===== config.mk =====
export PLATFORM = sky130hd
export DESIGN_NAME = uart_tx_arbiter
export DESIGN_NICKNAME = d
export VERILOG_FILES = /design/src/rtl/uart_tx_arbiter.sv
export SDC_FILE = /design/constraint.sdc
export NUM_CORES = 1
export LEC_CHECK = 0
export CAP_MARGIN = 10
export CORE_ASPECT_RATIO = 1.2
export CORE_UTILIZATION = 41
export DETAILED_ROUTE_END_ITERATION = 7
export HOLD_SLACK_MARGIN = 0.1
export PLACE_DENSITY = 0.81
export SLEW_MARGIN = 10
export SYNTH_ARGS = -nofsm -noshare
export SYNTH_HDL_FRONTEND = slang
export SYNTH_SLANG_ARGS = --single-unit

===== constraint.sdc =====
create_clock -name clock -period 1.8 [get_ports clock]
set_input_delay 0.36 -clock clock [delete_from_list [all_inputs] [get_ports clock]]
set_output_delay 0.36 -clock clock [all_outputs]
set_load 0.02 [all_outputs]

===== src/rtl/uart_tx_arbiter.sv =====
// Round-robin arbiter sharing one UART_cntrl Tx FIFO among NUM_REQ byte streams.
// Define UART_TX_ARB_PRIO_EN for fixed priority (lowest valid index wins).
module uart_tx_arbiter #(
    parameter int NUM_REQ   = 4,
    parameter int BURST_MAX = 4,
    parameter int GW        = $clog2(NUM_REQ)
) (
    input  logic                 clock,
    input  logic                 reset_n,
    input  logic [NUM_REQ-1:0]   req_valid,
    input  logic [NUM_REQ*8-1:0] req_data,
    input  logic [NUM_REQ-1:0]   req_last,
    output logic [NUM_REQ-1:0]   req_ready,
    output logic                 fifo_wren,
    output logic [7:0]           fifo_wdata,
    input  logic                 data_fulltx,
    input  logic                 data_emptytx,
    input  logic                 busy_tx,
    output logic                 start_tx,
    output logic [GW-1:0]        grant_id,
    output logic                 active
);

    typedef enum logic [1:0] {IDLE, ARB, XFER, DRAIN} state_t;

    state_t        state;
    logic [GW-1:0] last_grant;
    logic [7:0]    burst_cnt;
    logic [GW-1:0] pick;
    logic          pick_ok;
    logic          xfer;
    logic          any_valid;
    logic          done;

    assign xfer      = (state == XFER);
    assign any_valid = |req_valid;

    // Winner selection for the next ARB cycle
    always_comb begin
        pick    = last_grant;
        pick_ok = 1'b0;
`ifdef UART_TX_ARB_PRIO_EN
        for (int i = NUM_REQ - 1; i >= 0; i--) begin
            if (req_valid[i]) begin
                pick    = GW'(i);
                pick_ok = 1'b1;
            end
        end
`else
        // Descending scan so the index right after last_grant wins
        for (int k = NUM_REQ; k >= 1; k--) begin
            if (req_valid[(int'(last_grant) + k) % NUM_REQ]) begin
                pick    = GW'((int'(last_grant) + k) % NUM_REQ);
                pick_ok = 1'b1;
            end
        end
`endif
    end

    // Zero-latency byte path from the granted requester into the FIFO
    always_comb begin
        req_ready  = '0;
        fifo_wren  = 1'b0;
        fifo_wdata = 8'h00;
        if (xfer) begin
            req_ready[grant_id] = ~data_fulltx;
            fifo_wren  = req_valid[grant_id] & ~data_fulltx;
            fifo_wdata = req_data[int'(grant_id)*8 +: 8];
        end
    end

    assign done = fifo_wren &
                  (req_last[grant_id] | ((burst_cnt + 8'd1) == 8'(BURST_MAX)));

    // Arbitration FSM; start_tx is held through the whole busy period.
    // An ARB entered with no valid requester falls through to DRAIN.
    always_ff @(posedge clock or negedge reset_n) begin
        if (!reset_n) begin
            state      <= IDLE;
            start_tx   <= 1'b0;
            grant_id   <= '0;
            active     <= 1'b0;
            last_grant <= GW'(NUM_REQ - 1);
            burst_cnt  <= 8'd0;
        end else begin
            unique case (state)
                IDLE: begin
                    start_tx <= 1'b0;
                    if (any_valid) begin
                        state  <= ARB;
                        active <= 1'b1;
                    end
                end
                ARB: begin
                    if (pick_ok) begin
                        grant_id   <= pick;
                        last_grant <= pick;
                        burst_cnt  <= 8'd0;
                        state      <= XFER;
                    end else begin
                        state <= DRAIN;
                    end
                end
                XFER: begin
                    if (fifo_wren) begin
                        burst_cnt <= burst_cnt + 8'd1;
                        start_tx  <= 1'b1;
                        if (done)
                            state <= any_valid ? ARB : DRAIN;
                    end
                end
                DRAIN: begin
                    if (any_valid) begin
                        state <= ARB;
                    end else if (data_emptytx && !busy_tx) begin
                        state    <= IDLE;
                        start_tx <= 1'b0;
                        active   <= 1'b0;
                    end
                end
            endcase
        end
    end

endmodule

# Yosys cells after proc, flatten, opt, wreduce, memory -nomap -nowiden
# Index checks and enable logic that the tools add are counted.
[totals]
input_bits = 45
register_bits = 16
out_inout_bits = 17
word_cells = 101
[classes]
add_sub_neg = 5
n_shift = 1
bitwise = 9
eq_ne = 11
order_cmp = 6
reduce_logical = 17
n_mux = 46
[op_table]
columns = ["cell", "count"]
rows = [
  ["32-bit by 6-bit variable part select with 8-bit output", 1],
  ["8-bit two-way mux", 3],
  ["1-bit two-way mux", 21],
  ["2-bit two-way mux", 10],
  ["3-bit by 4-bit less-than comparator with 1-bit output (second input constant)", 4],
  ["8-bit case mux with 2 select lines", 1],
  ["1-bit binary-select mux with 2-bit select", 6],
  ["4-bit AND reduction", 3],
  ["2-bit != test (second input constant)", 5],
  ["8-bit by 1-bit adder with 8-bit output (second input constant)", 1],
  ["8-bit by 3-bit equality test with 1-bit output (second input constant)", 1],
  ["2-bit case mux with 4 select lines", 1],
  ["2-bit OR reduction", 4],
  ["2-bit by 1-bit adder with 2-bit output (second input constant)", 2],
  ["2-bit adder (second input constant)", 2],
  ["1-bit AND (first input constant)", 4],
  ["4-bit AND", 1],
  ["2-bit equality test (second input constant)", 2],
  ["4-bit two-way mux", 1],
  ["2-bit nonzero test", 2],
  ["4-bit OR reduction", 1],
  ["2-bit by 3-bit less-than comparator with 1-bit output (second input constant)", 1],
  ["3-bit != test (second input constant)", 1],
  ["1-bit case mux with 3 select lines", 1],
  ["14 further kinds", 16],
]

# Longest topological paths before layout
[depth]
ltp_word = 12
ltp_mapped = 6
depth_no_buf = 5

# Worst setup path before layout
# OpenSTA, ideal clock, no wires.
[synth_path]
kind = "register to output"
start = "register grant_id[0]"
end = "output port fifo_wdata[1]"
arrival_time_ps = 1601
stages_incl_launch_ff = 5
required_time_ps = 1440
path_buffers = 2
slack_ps = -161
path_cell_list = "dfrtp_1 > buf_2 > buf_2 > mux4_2 > nor2b_1"
[synth_between]
elab_chain_cells = 2
[synth_lines]
columns = ["item", "line_no", "rtl"]
rows = [
  ["start: declaration", "20", "output logic [GW-1:0] grant_id,"],
  ["start signal: assignment", "96", "grant_id <= pick;"],
  ["32-bit by 6-bit variable part select with 8-bit output", "68", "fifo_wdata = req_data[int'(grant_id)*8 +: 8];"],
  ["8-bit two-way mux", "65", "if (xfer) begin"],
  ["end: declaration", "15", "output logic [7:0] fifo_wdata,"],
]
# Every way passes these cells.

# Worst setup path after layout
[layout_path]
start = "register grant_id[0]"
end = "output port fifo_wdata[0]"
# Same word-level chain as after synthesis.

==> flow_summary.ini <==
[setup_path]
cp.arrival_ns = 1.68
crit_path_start_kind = register
cp-end-kind = output port
required_ns = 1.44
worst-setup-path-type = register to output port
cp_max_fo = 3

[die]
die_w_microns = 52.9
die_h_microns = 63.1
core-area_sq_um = 2860
row_count = 21
io-pin-count = 62
start_util_pct = 44.5
die-area_sq_um = 3330

[cts]
cts_tree = done
root_buffer = clkbuf_4
htree_levels = 1
worstSkewPairLatency_ns = 0.30
clock_path_buffers = 2
clkTransAtPathRegs_ns = 0.11
ctsHoldBuffers = 0
numCtsBuffers = 3
clock_sink_count = 16

[sta]
min_period_ns = 2.04
rsz0062_at_grt = true
fmax_mhz = 489
final.setup.worst_slack_ns = -0.244
drv_slew = 0
setup-violations-final = 13
min_period_over_period_pct = 114
clock-skew-final_ns = 0.00861
hold_viol = 0
maxSlewHeadroom_pct = 75.9
worst_slew_pin_slew_ns = 0.358

[placement]
detailed_place_hpwl_microns = 3090
routabilityCongestion = 0.829
dpl.cell_count = 235
portBuffers = 61
place_ws_ns = -0.523

[power_and_ir_drop]
ir_worst_vdd_mv = 1.08
powerDensity_nw_per_um2 = 1260
power_uw = 2820
p_leak_uw = 0.000975

[hold_path]
hold_path_class = primary input to async pin

[outcome]
violations = negative setup slack
status = complete, but fails checks

[routing]
wl_met1_microns = 1630
maxUsedRoutingLayer = met4
wl_per_cell_microns = 18.1
antenna_left = 0
dr_wl_met3_microns = 149
drc = 0
vias_per_cell = 5.80
drt_iter0_drc = 25
num_vias = 1421
drt_wl_total_microns = 4440
first_pass_iters = 4
wl_met2_microns = 2530

[final_layout]
synthToLayoutAreaGrowth_pct = 75.5
final_common_cell = clkdlybuf4s50_1
fin_cells = 245
seq_area_sq_um = 408
diodes = 0
num-fill-cells = 175
layout-drive-gt1-share_pct = 36.0
nets = 258
fin_util_pct = 78.1
final_cell_mix = clkdlybuf4s50_1, buf_4, buf_6
multi_input_area_sq_um = 902

[synth]
syn-num-nets = 176
synth_cells = 130
ys_ff_latch = 16
syn_area_per_cell_sq_um = 9.80
synth_warnings = 0
synth.distinct_cells = 45
synth_ff_type = dfrtp_1
ys_seq_area_share_pct = 31.6
syn_area_sq_um = 1270
synthArstFlopShare_pct = 100
synth_edf_count = 0

[job]
cap_violations = 0

[global_routing]
grt_usage_pct = 26.8
grt_remaining_overflow = 0
grt_first_pass_wirelength_microns = 6690
first_global_vias = 1413
grt_max_degree = 17
antenna_found_initial = 0
[power breakdown]
group / switching, uW / internal, uW / total [uW]
combinational: 878 / 1070 / 1950
sequential: 132 / 491 / 623
clock: 132 / 124 / 256
total: 1140 / 1680 / 2820
[logic make-up (layout without fill, tap and decap cells)]
group,Yosys count,after routing,share of synthesized area (%)
flops,16,16,31.6
simple gates,61,61,27.4
fa+ha+maj,1,1,0.982
compound gates,26,26,13.5
buf+inv,11,92,4.62
xor+xnor,1,1,0.688
mux,14,14,21.2
[registers in the layout, indices dropped and copies added, names as in the netlist]
name        cells
grant_id        2
state           2
last_grant      2
burst_cnt       8
start_tx        1
active          1
[path summary, 6_finish.rpt]
| kind | endpoint | slack, ns | startpoint | depth (start not counted) |
|---|---|---|---|---|
| setup / recovery | fifo_wdata[0] | -0.24 | grant_id[0] | 4 |
| hold / removal | burst_cnt[6] | 0.37 | reset_n | 2 |
| setup reg to reg | burst_cnt[7] | -0.05 | grant_id[0] | 8 |
| hold reg to reg | start_tx | 0.55 | start_tx | 2 |
| max in group asynchronous | last_grant[0] | 1.18 | reset_n | 2 |
| min in group clock | start_tx | 0.55 | start_tx | 2 |
[cell usage after synthesis (all sizes together), types with 3 or more instances]
cell,instances,area [sq um]
dfrtp,14,350
nand2,14,60.1
mux4,10,229
nor2b,10,62.6
nor2,9,41.3
a21oi,6,30.0
o21ai,5,25.0
buf,4,26.3
clkbuf,4,16.3
nand3,4,20.0
nor3,4,20.0
nor3b,4,35.0
a31oi,3,18.8
inv,3,16.3
mux2i,3,30.0
nand2b,3,18.8
[what timing repair did]
| item | CTS | global route |
|---|---|---|
| pin swaps | 4 | 1 |
| setup buffers | 4 | 3 |
| cloned | 0 | 0 |
| gates resized for setup | 86 | 23 |
| endpoints found under the setup margin | 21 | 21 |
[per-stage QoR]
step                      hold slack, ns  cell area, sq um  TNS, ns
final                              0.367              2240    -2.06
after global routing               0.371              2240    -2.91
after CTS                          0.375              2140    -2.06
after detailed placement           0.533              2050    -9.42
after global placement             0.518              2050    -8.50
after floorplan                   0.0644              1300        0
[area by class of cell]
cell class	instances	area share (%)
clock buffers	4	1.62
inverters	3	0.727
flip-flops and latches	16	18.2
repair buffers	85	37.2
multi-input cells	103	40.3
well taps	34	1.90
[worst max-delay path: stages, from the launching register on]
cell	delay, ns
dfrtp_4	0.52
buf_4	0.16
mux4_2	0.41
nor2b_1	0.15
buf_4	0.15
[routing by layer]
layer	vias to the layer above	GRT usage, %
met2	49	47.3
met4	0	7.57
li1	656	-
met3	15	3.14
met5	-	0
met1	701	33.1
Power figures use the tool's default switching activity.
